===== src/rtl/keypad_pkg.sv =====
// keypad_pkg: shared FSM state encoding and key-to-(column,row) map
// used by the keypad emulator and the matching column-scanning decoder.
package keypad_pkg;
   typedef enum logic [1:0] {ST_IDLE, ST_PRESS, ST_RELEASE} state_t;
   localparam logic [3:0] ROW_NONE = 4'hF;
   // Nibble k holds {column, row} of key k; the decoder uses the inverse lookup.
   localparam logic [15:0][3:0] KEY_MAP = 64'h7BFE_DCA6_2951_8403;
   function automatic logic [1:0] KEY_COL(input logic [3:0] k);
      return KEY_MAP[k][3:2];
   endfunction
   function automatic logic [1:0] KEY_ROW(input logic [3:0] k);
      return KEY_MAP[k][1:0];
   endfunction
endpackage


===== src/rtl/keypad_col_hit.sv =====
// keypad_col_hit: one-hot-low column decode of the scan drive and a
// single-cycle hit pulse on the first cycle the target column is selected.
module keypad_col_hit
   import keypad_pkg::*;
(
   input  logic       clk,
   input  logic       rst,
   input  logic [3:0] i_col,
   input  logic [1:0] i_tcol,
   output logic       o_sel,
   output logic       o_hit
);
   logic r_sel;
   logic w_valid;
   assign w_valid = $onehot(~i_col);
   assign o_sel   = w_valid && !i_col[i_tcol];
   assign o_hit   = o_sel && !r_sel;
   always_ff @(posedge clk) begin
      if (rst) r_sel <= 1'b0;
      else     r_sel <= o_sel;
   end
endmodule


===== src/rtl/keypad_emulator.sv =====
// keypad_emulator: plays the 4x4 keypad toward a column-scanning decoder,
// pressing a requested key for HOLD_SCANS hits then releasing for GAP_SCANS hits.
// Optional contact bounce at press/release edges via `define KEYEMU_BOUNCE_EN.
module keypad_emulator
   import keypad_pkg::*;
#(
   parameter int HOLD_SCANS = 4,
   parameter int GAP_SCANS  = 2,
   parameter int BOUNCE_LEN = 8
) (
   input  logic       clk,
   input  logic       rst,
   input  logic [3:0] col,
   output logic [3:0] row,
   input  logic [3:0] key_code,
   input  logic       key_valid,
   output logic       key_ready,
   output logic       pressed,
   output logic       busy
);
   if (HOLD_SCANS < 1 || HOLD_SCANS > 255 || GAP_SCANS < 1 || GAP_SCANS > 255 ||
       BOUNCE_LEN < 0 || BOUNCE_LEN > 255) begin : g_bad_param
      $error("keypad_emulator: HOLD_SCANS/GAP_SCANS must be 1..255, BOUNCE_LEN 0..255");
   end
   localparam logic [7:0] HOLD8 = 8'(HOLD_SCANS);
   localparam logic [7:0] GAP8  = 8'(GAP_SCANS);
   state_t     r_state, w_nstate;
   logic [7:0] r_cnt, w_ncnt, w_lim;
   logic [1:0] r_tcol, r_trow;
   logic [3:0] r_row, w_nrow;
   logic       w_sel, w_hit, w_accept, w_done, w_level;
   keypad_col_hit u_col_hit (
      .clk    (clk),
      .rst    (rst),
      .i_col  (col),
      .i_tcol (r_tcol),
      .o_sel  (w_sel),
      .o_hit  (w_hit)
   );
   assign key_ready = r_state == ST_IDLE;
   assign pressed   = r_state == ST_PRESS;
   assign busy      = r_state != ST_IDLE;
   assign row       = r_row;
   assign w_accept  = key_valid && key_ready;
`ifdef KEYEMU_BOUNCE_EN
   localparam logic [7:0] BLEN8 = 8'(BOUNCE_LEN);
   logic [7:0] r_bcnt;
   // Counts clk cycles since the last state entry; even counts read as contact closed.
   always_ff @(posedge clk) begin
      if (rst || w_nstate != r_state) r_bcnt <= '0;
      else if (r_bcnt < BLEN8)        r_bcnt <= r_bcnt + 8'd1;
   end
   assign w_level = (busy && r_bcnt < BLEN8) ? !r_bcnt[0] : pressed;
`else
   assign w_level = pressed;
`endif
   always_comb begin
      w_lim    = pressed ? HOLD8 : GAP8;
      w_done   = busy && w_hit && (r_cnt + 8'd1 == w_lim);
      w_nstate = w_accept ? ST_PRESS :
                 w_done   ? (pressed ? ST_RELEASE : ST_IDLE) : r_state;
      w_ncnt   = (w_accept || w_done) ? 8'd0 :
                 (busy && w_hit)      ? r_cnt + 8'd1 : r_cnt;
      w_nrow   = (w_sel && w_level) ? ~(4'b0001 << r_trow) : ROW_NONE;
   end
   always_ff @(posedge clk) begin
      if (rst) begin
         r_state <= ST_IDLE;
         r_cnt   <= '0;
         r_tcol  <= '0;
         r_trow  <= '0;
         r_row   <= ROW_NONE;
      end else begin
         r_state <= w_nstate;
         r_cnt   <= w_ncnt;
         r_row   <= w_nrow;
         if (w_accept) begin
            r_tcol <= KEY_COL(key_code);
            r_trow <= KEY_ROW(key_code);
         end
      end
   end
endmodule


===== config.mk =====
export PLATFORM = sky130hd
export DESIGN_NAME = keypad_emulator
export DESIGN_NICKNAME = d
export VERILOG_FILES = /design/src/rtl/keypad_pkg.sv /design/src/rtl/keypad_col_hit.sv /design/src/rtl/keypad_emulator.sv
export SDC_FILE = /design/constraint.sdc
export NUM_CORES = 1
export LEC_CHECK = 0
export CAP_MARGIN = 20
export CORE_ASPECT_RATIO = 1.2
export CORE_MARGIN = 2
export CORE_UTILIZATION = 36
export CTS_CLUSTER_SIZE = 16
export DETAILED_ROUTE_END_ITERATION = 10
export PLACE_DENSITY = 0.66
export SYNTH_ARGS = -nofsm -noshare
export SYNTH_HDL_FRONTEND = slang
export SYNTH_SLANG_ARGS = --single-unit

===== constraint.sdc =====
create_clock -name clk -period 6.8 [get_ports clk]
set_input_delay 2.04 -clock clk [delete_from_list [all_inputs] [get_ports clk]]
set_output_delay 2.04 -clock clk [all_outputs]
set_load 0.02 [all_outputs]

## Yosys cells after proc, flatten, opt, wreduce, memory -nomap -nowiden

Memories as Yosys holds them, arrays and structs flattened. A register that Yosys moved wholly into a read port is not among the register bits.
Cells that the tools add are included.

| storage, ports and cells | value |
|---|---|
| word-level logic and storage cells | 39 |
| input bits | 11 |
| memories | 1 |
| bits in registers | 15 |
| bits in read-only memories | 64 |

Memory list:

| name | words | bits a word | read ports | clocked after memory_dff | write ports | line | RTL |
|---|---|---|---|---|---|---|---|
| (name not given) | 16 | 4 | 1 | 1 | 0 | keypad_pkg.sv:12 | `return KEY_MAP[k][1:0];` |

| operators by class | value |
|---|---|
| add/sub/neg operators | 4 |
| $lt $le $gt $ge | 1 |
| equality and inequality tests | 3 |
| shift-type cells | 1 |
| multiplexer cells | 6 |
| bitwise logic cells | 3 |
| reduce and logical (&&, ||, !) cells | 15 |

Operators with widths:

| operator | count |
|---|---|
| adder 8 x 1 -> 8 bit, second input constant | 1 |
| == test 8 x 3 -> 1 bit | 1 |
| inverter 4 bit | 2 |
| logical AND 1 bit | 6 |
| OR reduction 2 bit | 3 |
| adder 1 x 1 -> 2 bit | 2 |
| nonzero test 2 bit | 2 |
| << shifter 1 x 2 -> 4 bit, first input constant | 1 |
| adder 3 bit | 1 |
| == test 3 x 1 -> 1 bit, second input constant | 1 |
| less-than comparator 2 x 3 -> 1 bit, second input constant | 1 |
| 2-to-1 mux 1 bit | 3 |
| 2-to-1 mux 3 bit | 1 |
| binary-select mux 1 bit (select 2 bit) | 1 |
| == test 2 x 1 -> 1 bit, second input constant | 1 |
| zero test 1 bit | 2 |
| zero test 2 bit | 1 |
| 2-to-1 mux 2 bit | 1 |
| logical OR 1 bit | 1 |
| inverter 1 bit | 1 |

## Depth between registers and ports, before layout

| logic depth | value |
|---|---|
| depth in word-level cells | 10 |
| gate-level depth with buffers | 9 |

## Hierarchy

A second synthesis with hierarchy kept.

| second synthesis, totals | value |
|---|---|
| cells, all modules | 133 |
| area total of the unflattened synthesis | 1,097.3 um2 |

By module, submodules not included:

| module | instances | cells each | area an instance (um2) |
|---|---|---|---|
| keypad_emulator | 1 | 121 | 964.7 |
| keypad_col_hit | 1 | 12 | 132.6 |

## Worst setup path before layout

OpenSTA, ideal clock, no wires.

| timing | value |
|---|---|
| path type | input to register |
| start | input col[0] |
| end | register r_state[1] |
| library setup time | 121 ps |
| data arrival time | 4,313 ps |
| buffers on the path | 0 |
| required time | 6,679 ps |
| stages on the path | 9 |
| slack | 2,365 ps |
| cells stage by stage | inv_1 -> ha_1 -> ha_1 -> fa_1 -> nand2b_1 -> nor4_4 -> nand2_4 -> or3_4 -> mux2_4 |

| on the way | value |
|---|---|
| word-level cells in the longest chain between the ends | 8 |

RTL lines:

| what | line | RTL |
|---|---|---|
| start, declared | keypad_emulator.sv:13 | `input logic [3:0] col,` |
| inverter 4 bit | keypad_col_hit.sv:15 | `assign w_valid = $onehot(~i_col);` |
| adder 1 x 1 -> 2 bit (implied by the code) | keypad_col_hit.sv:15 |  |
| adder 3 bit (implied by the code) | keypad_col_hit.sv:15 |  |
| == test 3 x 1 -> 1 bit | keypad_col_hit.sv:15 |  |
| logical AND 1 bit (*) | keypad_col_hit.sv:16 | `assign o_sel = w_valid && !i_col[i_tcol];` |
| logical AND 1 bit (*) | keypad_col_hit.sv:17 | `assign o_hit = o_sel && !r_sel;` |
| logical AND 1 bit (*) (2 in series) | keypad_emulator.sv:59 | `w_done = busy && w_hit && (r_cnt + 8'd1 == w_lim);` |
| end signal, assigned | keypad_emulator.sv:74 | `r_state <= w_nstate;` |
| end, declared | keypad_emulator.sv:27 | `state_t r_state, w_nstate;` |

Mark *: on every way between the ends. The rest lies on a longest branch, timed or not. The select of a mux whose other input is x is not followed.
A chain may end at the register's enable or synchronous reset.

## Worst setup path after layout

Ends and elaborated chain as after synthesis.

==> run_results.csv <==
group,metric,value,unit
die,io_pins,18,
worst_setup_path,path_cells,"clkdlybuf4s50_1 > inv_1 > ha_1 > ha_1 > fa_1 > nand2b_1 > nor4_4 > nand2_4 > or3_4 > mux2_4",
grt,grt_usage,15.35,%
cells_and_area,drive_above_1_share,11.59,%
die,core-area,2811,um2
routing,dr.pass1.iters,4,
timing,finalCriticalPeriod,4782,ps
place,globalplace.congestion,0.7836,
timing,slew_violations,0,
worst_setup_path,worst_path_most_repeated_cell,"ha_1",
die,fp.dieW,53.82,um
yosys,syn_area_per_cell,8.936,um2
cts,cts-buffers-inserted,3,
yosys,synthesis.area,1072,um2
routing,drt_iter0_markers,21,
outcome,status,"complete, no violations",
timing,setup_viol,0,
routing,ant_nets,0,
yosys,synth-edff-count,0,
worst_setup_path,worstPathRequired,6980,ps
routing,drc,0,
grt,antenna_found_initial,0,
place,dp_hpwl,1818,um
grt,grt_max_degree,13,
grt,grt_first_pass_wirelength,3960,um
power_and_ir_drop,p_leak,0.0005110,uW
worst_setup_path,crit_family,"simple AND/OR/NAND/NOR gates",
timing,hold_ws,429.5,ps
timing,fmax,209.1,MHz
power_and_ir_drop,ir_drop,85.92,uV
yosys,synth_cell_types,42,
cells_and_area,syn_to_final_growth,21.00,%
cts,cts_num_sinks,19,
timing,report.final.hold_viol_count,0,
timing,timing.setup.tns,0,ps
worst_setup_path,worstSetupPathType,"primary input to flop",
routing,post_drt_wl_per_cell,12.74,um
yosys,netlist_instances,120,
cts,cts_max_level,1,
min_path,hold_path_class,"flop to flop",
timing,rsz0062_at_grt,"false",
place,io_buffer_count,17,
die,die_y,63.79,um
cts,cts_tree,"done",
die,rows,21,
cts,hold_buffers,0,
timing,post-route-period-util,70.33,%
timing,worst_pin_slew,470.8,ps
grt,grt_pass1_vias,915,
yosys,ys_ff_latch,19,
worst_setup_path,start_kind,"primary input",
die,initial_core_util,38.14,%
yosys,yosys_warnings,0,
worst_setup_path,critPathSlowestCell,"clkdlybuf4s50_1",
cts,cts-resized-gates,0,
timing,setup_ws,2018,ps
cts,cts_setup_buffers,0,
power_and_ir_drop,power_density,162.8,nW/um2
die,dieArea,3433,um2
routing,wirelength,2192,um
worst_setup_path,crit_path_end_kind,"flop",
yosys,synthArstFlopShare,0,%
place,pre_cts_slack,1676,ps
worst_setup_path,slowest_delay,480,ps
cts,clockBufferDepth,2,
worst_setup_path,critPathBufInv,2,
cts,path_clk_slew,100,ps
cts,clock_latency,290,ps
cells_and_area,diodes,0,
timing,skew,13.23,ps
worst_setup_path,arrival,4960,ps
cts,cts-root-buf,"clkbuf_4",
cells_and_area,layout.nets,155,
yosys,synth_seq_area_share,35.47,%
yosys,synth_nets,136,
grt,grt-ovfl-total,0,
timing,max_slew_margin,68.38,%
routing,vias_per_cell,5.326,
job,cap_violations,0,
yosys,ys_dominant_reg_cell,"dfxtp_1",
worst_setup_path,critPathMaxFanout,6,
routing,num_vias,916,
-- cell usage after synthesis, types with 2 or more instances --
cell      number  area (um2)
dfxtp_1       19       380.4
nand3_1        3       15.01
or3_2          3       22.52
o211ai_1       2       15.01
nor3_1         2       10.01
inv_1          7       26.28
nand4_1        3       18.77
nand2b_1       5       31.28
nor2_1         7       26.28
nand2_1       16       60.06
and3_2         3       22.52
mux2i_1        2       20.02
a31oi_1        2       12.51
ha_1           4       50.05
o21ai_0        2       10.01
a21oi_1        6       30.03
buf_2          2       10.01
xnor2_1        7       61.31
xor2_1         2       17.52
-- worst register-to-register path: cells and delay by family, from the launching register on --
family          cells  cell delay [ps]
mux                 1              300
simple gates        2              700
compound gates      1              350
xor+xnor            1              120
fa+ha+maj           1              380
flops               1              510
-- cells by family (layout without fill, tap and decap cells) --
family,after synthesis,after routing,share of synthesized area [%]
xor gates and xnor gates,9,9,7.352
muxes,5,5,6.417
and+or+nand+nor,53,53,28.71
DFF,19,19,35.47
adders and majority gates,5,5,6.535
AOI/OAI and AO/OA,19,19,11.79
buffers and inverters,10,28,3.734
-- per-layer routing --
| layer | global-route usage [%] | vias up | part of all wire, % |
|---|---|---|---|
| met2 | 27.44 | 14 | 55 |
| met3 | 1.636 | 2 | 2.2 |
| met5 | 0 | - | 0 |
| li1 | - | 465 | - |
| met4 | 6.731 | 0 | 0.96 |
| met1 | 17.50 | 435 | 42 |
-- stage by stage --
| stage | instances | utilization [%] | cell area [um2] | total power [uW] |
|---|---|---|---|---|
| finish | 172 | 46.15 | 1297 | 211.2 |
| global route | 172 | 46.15 | 1297 | 221.8 |
| CTS | 172 | 46.15 | 1297 | 213.2 |
| detailed placement | 168 | 45.22 | 1271 | 158.2 |
| global placement | 168 | 45.22 | 1271 | 156.3 |
| floorplan | 120 | - | 1072 | 141.7 |
-- state kept, by name (all words and copies together) (netlist names) --
name and count:
u_col_hit.r_sel 1, r_tcol 2, r_cnt 8, r_trow 2, row 4, r_state 2
-- worst paths after layout --
kind,endpoint,cells after the start,slack [ps],start
setup / recovery,r_state[1],10,2020,col[0]
hold / removal,row[2],1,430,r_trow[1]
setup reg to reg,r_state[1],6,4330,r_cnt[0]
hold reg to reg,row[2],1,430,r_trow[1]
-- cell type report --
type	instances	area, um2
Clock buffer	4	26.28
Multi-Input combinational cell	91	651.9
Tap cell	34	42.54
Inverter	7	26.28
Timing Repair Buffer	17	170.2
Fill cell	284	1514
Sequential cell	19	380.4
-- power breakdown --
group | total [uW] | internal [uW] | leakage, uW | switching, uW
clock | 56.3 | 22.8 | 0.0000150 | 33.5
combinational | 38.3 | 18.0 | 0.000342 | 20.3
sequential | 117 | 114 | 0.000154 | 2.44
total | 211 | 155 | 0.000511 | 56.2
-- cells in the final DEF (no fill, tap or decap), drive strengths merged, types with 2 or more instances in the layout --
cell            n
ha              4
nor3            2
dfxtp          19
nand4           3
a31oi           2
nor4            2
a21oi           6
clkbuf          4
and3            4
o211ai          2
clkdlybuf4s50  17
nand3           3
o21ai           2
nor2            7
xor2            2
and4            2
or3             5
nand2b          5
mux2            2
nand2          17
inv             7
xnor2           7
mux2i           2
Note: power is estimated with default switching activity, not from simulation.
